### src/rtl/onoff_output_port_if.sv
// rtl/onoff_output_port_if.sv - flit type and crossbar/link handshake bundle for onoff_output_port
package noc_params;
    typedef struct packed {
        logic [3:0]  vc_id;
        logic [31:0] payload;
    } flit_t;
endpackage

interface onoff_output_port_if #(
    parameter int VC_NUM = 2
);
    import noc_params::*;

    flit_t              data_i;
    logic               valid_i;
    logic [VC_NUM-1:0]  ready_o;
    logic [VC_NUM-1:0]  on_off_i;
    flit_t              data_o;
    logic               valid_o;

    modport slave (
        input  data_i, valid_i, on_off_i,
        output ready_o, data_o, valid_o
    );

    modport master (
        output data_i, valid_i, on_off_i,
        input  ready_o, data_o, valid_o
    );
endinterface

### src/rtl/onoff_output_port.sv
// rtl/onoff_output_port.sv - per-VC on/off gated output port, one held flit per VC, round-robin onto the link
// Optional stall counter port stall_cnt_o is enabled by defining ONOFF_STALL_CNT_EN.
module onoff_output_port
    import noc_params::*;
#(
    parameter int VC_NUM      = 2,
    parameter int STALL_CNT_W = 16
) (
    input  logic clk,
    input  logic rst,
    onoff_output_port_if.slave bus
`ifdef ONOFF_STALL_CNT_EN
    ,
    output logic [STALL_CNT_W-1:0] stall_cnt_o
`endif
);
    localparam int PTR_W = (VC_NUM > 1) ? $clog2(VC_NUM) : 1;

    flit_t              hold_q [VC_NUM];
    logic [VC_NUM-1:0]  hold_valid_q, hold_valid_d;
    logic [VC_NUM-1:0]  on_off_q;
    logic [PTR_W-1:0]   rr_ptr_q, rr_ptr_d;
    logic               valid_q, valid_d;
    flit_t              data_q, data_d;

    logic [VC_NUM-1:0]  elig;
    logic [VC_NUM-1:0]  grant_oh;
    logic [VC_NUM-1:0]  acc_oh;
    logic               grant_vld;
    logic [PTR_W-1:0]   grant_idx;
    int                 cand;

    assign elig = hold_valid_q & on_off_q;

    // Round-robin: first eligible VC at or above rr_ptr, wrapping.
    always_comb begin
        grant_oh  = '0;
        grant_vld = 1'b0;
        grant_idx = '0;
        cand      = 0;
        for (int i = 0; i < VC_NUM; i++) begin
            cand = int'(rr_ptr_q) + i;
            if (cand >= VC_NUM) begin
                cand = cand - VC_NUM;
            end
            if (!grant_vld && elig[cand]) begin
                grant_vld      = 1'b1;
                grant_idx      = PTR_W'(cand);
                grant_oh[cand] = 1'b1;
            end
        end
    end

    assign bus.ready_o = ~hold_valid_q | grant_oh;

    // Out-of-range vc_id matches no VC, so such flits are dropped silently.
    always_comb begin
        acc_oh = '0;
        for (int v = 0; v < VC_NUM; v++) begin
            acc_oh[v] = bus.valid_i && (int'(bus.data_i.vc_id) == v) && bus.ready_o[v];
        end
    end

    always_comb begin
        hold_valid_d = (hold_valid_q & ~grant_oh) | acc_oh;
        rr_ptr_d     = rr_ptr_q;
        if (grant_vld) begin
            rr_ptr_d = (int'(grant_idx) == VC_NUM - 1) ? '0 : grant_idx + 1'b1;
        end
        valid_d = grant_vld;
        data_d  = grant_vld ? hold_q[grant_idx] : data_q;
    end

    always_ff @(posedge clk) begin
        if (rst) begin
            hold_valid_q <= '0;
            on_off_q     <= '1;
            rr_ptr_q     <= '0;
            valid_q      <= 1'b0;
            data_q       <= '0;
        end else begin
            hold_valid_q <= hold_valid_d;
            on_off_q     <= bus.on_off_i;
            rr_ptr_q     <= rr_ptr_d;
            valid_q      <= valid_d;
            data_q       <= data_d;
            for (int v = 0; v < VC_NUM; v++) begin
                if (acc_oh[v]) begin
                    hold_q[v] <= bus.data_i;
                end
            end
        end
    end

    assign bus.valid_o = valid_q;
    assign bus.data_o  = data_q;

`ifdef ONOFF_STALL_CNT_EN
    logic [STALL_CNT_W-1:0] stall_cnt_q, stall_cnt_d;
    logic                   stall_any;

    assign stall_any   = |(hold_valid_q & ~on_off_q);
    assign stall_cnt_d = (stall_any && !(&stall_cnt_q)) ? stall_cnt_q + 1'b1 : stall_cnt_q;

    always_ff @(posedge clk) begin
        if (rst) begin
            stall_cnt_q <= '0;
        end else begin
            stall_cnt_q <= stall_cnt_d;
        end
    end

    assign stall_cnt_o = stall_cnt_q;
`endif
endmodule

### src/flat_wrapper.sv
// flat-port wrapper written by rule: the top's interface ports become plain ports
module onoff_output_port_flat import noc_params::*;
#(
    parameter int VC_NUM      = 2,
    parameter int STALL_CNT_W = 16
)
  (clk, rst, bus_data_i, bus_valid_i, bus_on_off_i, bus_ready_o, bus_data_o, bus_valid_o);
  onoff_output_port_if #(.VC_NUM(VC_NUM)) bus_i ();
  input  logic clk;
  input  logic rst;
  input wire logic [$bits(bus_i.data_i)-1:0] bus_data_i;
  input wire logic [$bits(bus_i.valid_i)-1:0] bus_valid_i;
  input wire logic [$bits(bus_i.on_off_i)-1:0] bus_on_off_i;
  output wire logic [$bits(bus_i.ready_o)-1:0] bus_ready_o;
  output wire logic [$bits(bus_i.data_o)-1:0] bus_data_o;
  output wire logic [$bits(bus_i.valid_o)-1:0] bus_valid_o;
  assign bus_i.data_i = bus_data_i;
  assign bus_i.valid_i = bus_valid_i;
  assign bus_i.on_off_i = bus_on_off_i;
  assign bus_ready_o = bus_i.ready_o;
  assign bus_data_o = bus_i.data_o;
  assign bus_valid_o = bus_i.valid_o;
  onoff_output_port #(.VC_NUM(VC_NUM), .STALL_CNT_W(STALL_CNT_W)) u_core (.clk(clk), .rst(rst), .bus(bus_i));
endmodule
### config.mk
export PLATFORM = sky130hd
export DESIGN_NAME = onoff_output_port_flat
export DESIGN_NICKNAME = d
export VERILOG_FILES = /design/src/rtl/onoff_output_port_if.sv /design/src/rtl/onoff_output_port.sv /design/src/flat_wrapper.sv
export SDC_FILE = /design/constraint.sdc
export NUM_CORES = 1
export LEC_CHECK = 0
export BUFFER_PORTS_ARGS = -buffer_cell sky130_fd_sc_hd__buf_4
export CAP_MARGIN = 20
export CELL_PAD_IN_SITES_DETAIL_PLACEMENT = 0
export CELL_PAD_IN_SITES_GLOBAL_PLACEMENT = 1
export CORE_MARGIN = 2
export CORE_UTILIZATION = 45
export CTS_CLUSTER_DIAMETER = 30
export DETAILED_ROUTE_END_ITERATION = 8
export PLACE_DENSITY = 0.87
export SLEW_MARGIN = 10
export SYNTH_ARGS = -nofsm -noshare
export SYNTH_HDL_FRONTEND = slang
export SYNTH_SLANG_ARGS = --single-unit
### constraint.sdc
create_clock -name clk -period 4.3 [get_ports clk]
set_clock_uncertainty 0.15 [all_clocks]
set_input_delay 0.43 -clock clk [delete_from_list [all_inputs] [get_ports clk]]
set_output_delay 0.43 -clock clk [all_outputs]
set_load 0.01 [all_outputs]
# [Yosys cells after proc, flatten, opt, wreduce, memory -nomap -nowiden]
# Memories as Yosys holds them, arrays and structs flattened. A register that Yosys moved wholly into a read port is not among the register bits.
# Index checks and enable logic that the tools add are counted.
[word_totals] ff_bits=6 ram_bits=72 input_bits=41 output_inout_bits=39 word_cells=61 n_memories=1
[memory_table] name="u_core.hold_q" depth=2 width=36 rd=1 rd_clocked_by_memory_dff=1 wr=1 line_no="onoff_output_port.sv:19" source="flit_t hold_q [VC_NUM];"
[op_classes] addsub=4 order_cmp=6 n_eq_ne=1 n_mux=28 n_bitwise=7 n_reduce_logical=10
[op_table] operator="$ge 32x1->1 const B" n=2
[op_table] operator="$lt 32x3->1 const B" n=2
[op_table] operator="$mux 32" n=2
[op_table] operator="$mux 36" n=1
[op_table] operator="$reduce_or 36->1" n=1
[op_table] operator="$ge 32x3->1 const B" n=1
[op_table] operator="$sub 32x3->32 const B" n=1
[op_table] operator="$mux 1" n=21
[op_table] operator="$logic_and 1x1->1" n=7
[op_table] operator="$or 2x2->2" n=3
[op_table] operator="$and 2x2->2" n=2
[op_table] operator="$eq 4x2->1 const B" n=1
[op_table] operator="$logic_not 4->1" n=1
[op_table] operator="$mux 2" n=2
[op_table] operator="$not 2->2" n=2
[op_table] operator="$sub 1x2->3 const B" n=1
[op_table] operator="$add 1x1->2 const B" n=1
[op_table] operator="$demux 1 s1" n=2
[op_table] operator="$ge 1x2->1 const B" n=1
[op_table] operator="$add 1x1->1 const B" n=1
[op_table] operator="$logic_not 1->1" n=1

# [Depth between registers and ports, before layout]
[depth] depth_word=16 depth_mapped=5 depth_no_buf=3

# [Worst setup path before layout]
# No wires, ideal clock.
[synth_path] path_type="register to register" from="register u_core.hold_valid_q[1]" to="memory u_core.hold_q[1][0] (netlist name) (enable)" setup_ns=0.441 t_arrival_ns=2.593 required_ns=3.709 path_slack_ns=1.116 path_stages_with_launch=5 n_path_buf=1 synth_period_minus_slack_ns=3.184 path_cell_list="dfxtp_1 > and2_4 > buf_6 > nand2_1 > a21oi_1"
[synth_between] elab_chain_cells=15 word_cells_on_any_way=26 cone_classes="17 x mux; 4 x bitwise; 5 x reduce/logical"
[synth_rtl] item="start, declared" line_no="onoff_output_port.sv:20" source="logic [VC_NUM-1:0] hold_valid_q, hold_valid_d;"
[synth_rtl] item="start signal, assigned" line_no="onoff_output_port.sv:82" source="hold_valid_q <= hold_valid_d;"
[synth_rtl] item="$and 2x2->2" line_no="onoff_output_port.sv:33" source="assign elig = hold_valid_q & on_off_q;"
[synth_rtl] item="$mux 1 (not written as such) (3 in a row)" line_no="onoff_output_port.sv:46" source="if (!grant_vld && elig[cand]) begin"
[synth_rtl] item="$mux 1" line_no="onoff_output_port.sv:46"
[synth_rtl] item="$logic_not 1->1" line_no="onoff_output_port.sv:46"
[synth_rtl] item="$logic_and 1x1->1" line_no="onoff_output_port.sv:46"
[synth_rtl] item="$mux 2" line_no="onoff_output_port.sv:46"
[synth_rtl] item="$or 2x2->2 *" line_no="onoff_output_port.sv:54" source="assign bus.ready_o = ~hold_valid_q | grant_oh;"
[synth_rtl] item="$logic_and 1x1->1" line_no="onoff_output_port.sv:60" source="acc_oh[v] = bus.valid_i && (int'(bus.data_i.vc_id) == v) && bus.ready_o[v];"
[synth_rtl] item="$mux 1" line_no="onoff_output_port.sv:88" source="if (acc_oh[v]) begin"
[synth_rtl] item="$mux 1" line_no="onoff_output_port.sv:75" source="if (rst) begin"
[synth_rtl] item="$mux 1 (not written as such)" line_no="onoff_output_port.sv:89" source="hold_q[v] <= bus.data_i;"
[synth_rtl] item="$reduce_or 36->1 (no line)"
[synth_rtl] item="$mux 1 (no line)"
[synth_rtl] item="end, declared" line_no="onoff_output_port.sv:19"
# Mark *: on every way between the ends. The rest lies on a longest branch, timed or not. The select of a mux whose other input is x is not followed.

# [Final worst setup path]
[layout_path] from="input bus_data_i[33]" to="memory u_core.hold_q[0][16] (netlist name) (enable)"
[layout_between] elab_chain_cells=8 word_cells_on_any_way=15 cone_classes="1 x eq/ne; 8 x mux; 6 x reduce/logical"
[layout_rtl] item="start, declared" line_no="flat_wrapper.sv:11" source="input wire logic [$bits(bus_i.data_i)-1:0] bus_data_i;"
[layout_rtl] item="$eq 4x2->1" line_no="onoff_output_port.sv:60"
[layout_rtl] item="$logic_and 1x1->1 (2 in a row)" line_no="onoff_output_port.sv:60"
[layout_rtl] item="$mux 1" line_no="onoff_output_port.sv:88"
[layout_rtl] item="$mux 1" line_no="onoff_output_port.sv:75"
[layout_rtl] item="$mux 1 (not written as such)" line_no="onoff_output_port.sv:89"
[layout_rtl] item="$reduce_or 36->1 (no line)"
[layout_rtl] item="$mux 1 (no line)"
# Several ways; a longest one is shown, not always the timed one.

==> summary by stage <==
Global routing
The via count of the first global-routing pass came to 3063. The global-route total usage across every layer is 0.185. The first global-routing pass estimated 15400 um of wire.

The largest net degree at the start of global routing is 81. The remaining global-route overflow is 0. The number of antenna violations at the first check in global routing is 0.

Floorplan
The width of the die is 104 um. For this configuration, the core starts out at a cell density of 0.464. 80 I/O pins were placed.

The die outline area is 0.0109 sq mm. In this run the core area contains 36 standard-cell rows. In this run the vertical extent of the chip is 104 um. The total area inside the core boundary comes to 0.00977 sq mm.

Detailed routing
The first routing iteration left 210 violations. Summing over every cut layer, the via total after detailed routing is 2962. Wires add up to 9580 um.

The remaining routing DRC violations is 0. In the final routed layout, each cell accounts on average for 16.9 um. The pre-antenna-repair detailed-routing pass consisted of 4 iterations. The average via count per standard cell is 5.21. The residual antenna-violating net count after detailed routing is 0.

STA
The sum of negative setup slack is 0 ns. After layout, the minimum clock period comes to 2.76 ns. The hold violation count in the final report is 0.

The final clock period utilization by the worst path is 0.641. The number of failing setup endpoints in the final timing report is 0. Setup repair after global routing left no endpoint under its margin.

The upper clock frequency limit is 0.363 GHz. The worst slack on hold paths is 0.282 ns. At the pin with the least slew margin, the transition time is 0.781 ns. The normalized max-slew margin is 0.479. The count of final max-slew check failures was 0.

Layout
In the final design database the tool counted 463 nets. The final cell count without fillers is 568. From synthesis to final layout, the design area changed by 35.3%. The finished cells cover 0.00613 sq mm.

The fraction of final layout cells sized beyond drive strength 1 is 0.352. The antenna cell count is 0.

Logic synthesis
Counting every net in the synthesized netlist gives 350. After synthesis, the cell types taking the most area are edfxtp_1, dfxtp_1, o211ai_2, nand4b_1, nand3b_1. The synthesized instance count is 309.

The commonest cells after synthesis are edfxtp_1, dfxtp_1, nand2_1. In the synthesized netlist the dominant register cell turns out to be edfxtp_1. The leading area contributor after synthesis is edfxtp_1. The count of distinct cell types in the synthesized netlist is 30. The synthesized design contains 72 enable-type register cells. For this run, asynchronously set or reset flops after synthesis account for 0. The number of warnings printed during yosys synthesis is 0.

After synthesis the cells add up to 0.00453 sq mm. After synthesis, the mean cell area works out to 14.7 sq um. Counting flops and latches in the post-synthesis netlist gives 114. The most used standard cell by instance count after synthesis is edfxtp_1. The portion of the post-synthesis area used by sequential elements is 0.663. The fraction of synthesized cell area taken by the top area cell type is 0.477.

Power and ir drop
Of the total power, combinational logic draws 0.052. Of the total power, the clock network draws 0.512. The power spent charging and discharging nets is 580 uW.

The largest vdd supply drop is 0.214 mV. The areal power density over the cells is 445 mW/mm^2. The completed layout was analyzed and its total power is 2.72 mW. Of the total power, the share spent switching nets is 0.213. In this run the static leakage power is 2.30 nW. The share of total power dissipated in sequential elements is 0.436. The internal power is 2.14 mW.

Placement
The placed wire-length estimate after detailed placement is 5490 um. Summing all placed instances gives a cell area of 0.00515 sq mm. The congestion estimate from routability-driven global placement came to 0.714. Input and output buffers added on the ports amount to 79. Including well taps, the total number of placed cells is 498.

Worst setup path
The worst setup path is of the input port to register kind. The critical path arrival is 2.79 ns. The maximum fanout along the worst path is 24. The kind of launch point of the worst setup path is an input port. At the worst endpoint, the required time is 4.33 ns. The worst reg-to-reg path cell count is 4. The worst setup path is captured at a register.

Clock network
The TritonCTS clock tree is built. Clock tree synthesis selected as its root buffer the cell clkbuf_8. Clock-pin slew was measured on the worst setup and hold paths at 0.06 ns. The number of setup buffers added after CTS is 0. The clock drives 114 sinks. The clock tree synthesis step divided the H-tree into 4 levels. The number of clock buffers inserted by TritonCTS is 17. The buffer levels on the longest clock path is 2.

The clock reaches the later pin of the worst-skew pair after 0.52 ns.

Min path
In this run the worst hold path is classified as input port to register. The worst hold path passes through 4 cells.

Outcome
The flow ran to the end, and the final reports show no timing, DRC or antenna violations.

Flow run
The number of max-cap violations is 0.
[placed cells by master, fill, tap and decap left out, types with 4 or more instances in the layout]
| master | instances |
|---|---|
| buf_4 | 82 |
| clkbuf_16 | 16 |
| clkinv_4 | 4 |
| clkinvlp_4 | 5 |
| dfxtp_1 | 42 |
| dlygate4sd3_1 | 38 |
| edfxtp_1 | 72 |
| nand2_1 | 38 |
| nand3b_1 | 37 |
| nand4b_1 | 36 |
| o211ai_1 | 6 |
| o211ai_2 | 30 |
[per-layer routing]
| layer | track usage | vias to the layer above | share of wire |
|---|---|---|---|
| met3 | 0.0526 | 12 | 0.053 |
| met1 | 0.211 | 1442 | 0.40 |
| met2 | 0.321 | 92 | 0.53 |
| met4 | 0.0801 | 0 | 0.019 |
| li1 | - | 1416 | - |
| met5 | 0 | - | 0 |
[what timing repair did]
| item | in CTS | in global routing |
|---|---|---|
| hold endpoints to repair | 74 | 0 |
| gates resized for setup | 0 | 0 |
| hold buffers | 38 | 0 |
[layout make-up]
type	count	area, sq um
fillers	739	3650
flip-flops and latches	114	3000
multi-input cells	166	1330
repair buffers	121	1020
clock buffers	17	414
clock inverters	15	185
well taps	133	166
inverters	2	7.51
[worst paths after layout]
path / from / endpoint / slack [ns]
worst max register to register: u_core.hold_valid_q[1]$_SDFF_PP0_ / u_core.hold_q[0][16]$_DFFE_PP_ / 1.76
worst max-delay path: bus_data_i[33] / u_core.hold_q[0][16]$_DFFE_PP_ / 1.54
worst min-delay path: bus_valid_i / u_core.hold_valid_q[0]$_SDFF_PP0_ / 0.28
worst min register to register: u_core.bus.data_o[4]$_SDFFE_PP0P_ / u_core.bus.data_o[4]$_SDFFE_PP0P_ / 0.31
[power groups by stage]
stage	Combinational (mW)	Sequential [mW]	Clock, mW
floorplan	0.0517	1.21	0
global placement	0.111	1.21	0
detailed placement	0.115	1.21	0
CTS	0.143	1.19	1.41
global route	0.153	1.19	1.46
finish	0.141	1.19	1.39
[critical path, stage by stage]
cell and delay, ns:
dlygate4sd3_1 0.54, buf_4 0.15, or4_1 0.60, nor3b_4 0.61, buf_4 0.45
[flip-flops by register name (all words and copies together), names as in the netlist]
register	count
u_core.bus.data_o	36
u_core.bus.valid_o	1
u_core.hold_q	72
u_core.hold_valid_q	2
u_core.on_off_q	2
u_core.rr_ptr_q	1
[metrics by stage]
stage / setup WS (ns) / utilization
CTS: 1.53 / 0.627
floorplan: 1.12 / -
detailed placement: 1.25 / 0.527
global route: 1.43 / 0.627
global placement: 1.33 / 0.524
finish: 1.54 / 0.627
[kinds of logic after synthesis]
kind of cell / synth area share
buffers and inverters: 0.0481
and+or+nand+nor: 0.182
AOI/OAI and AO/OA: 0.107
DFF: 0.663
Note: power is estimated with default switching activity, not from simulation.
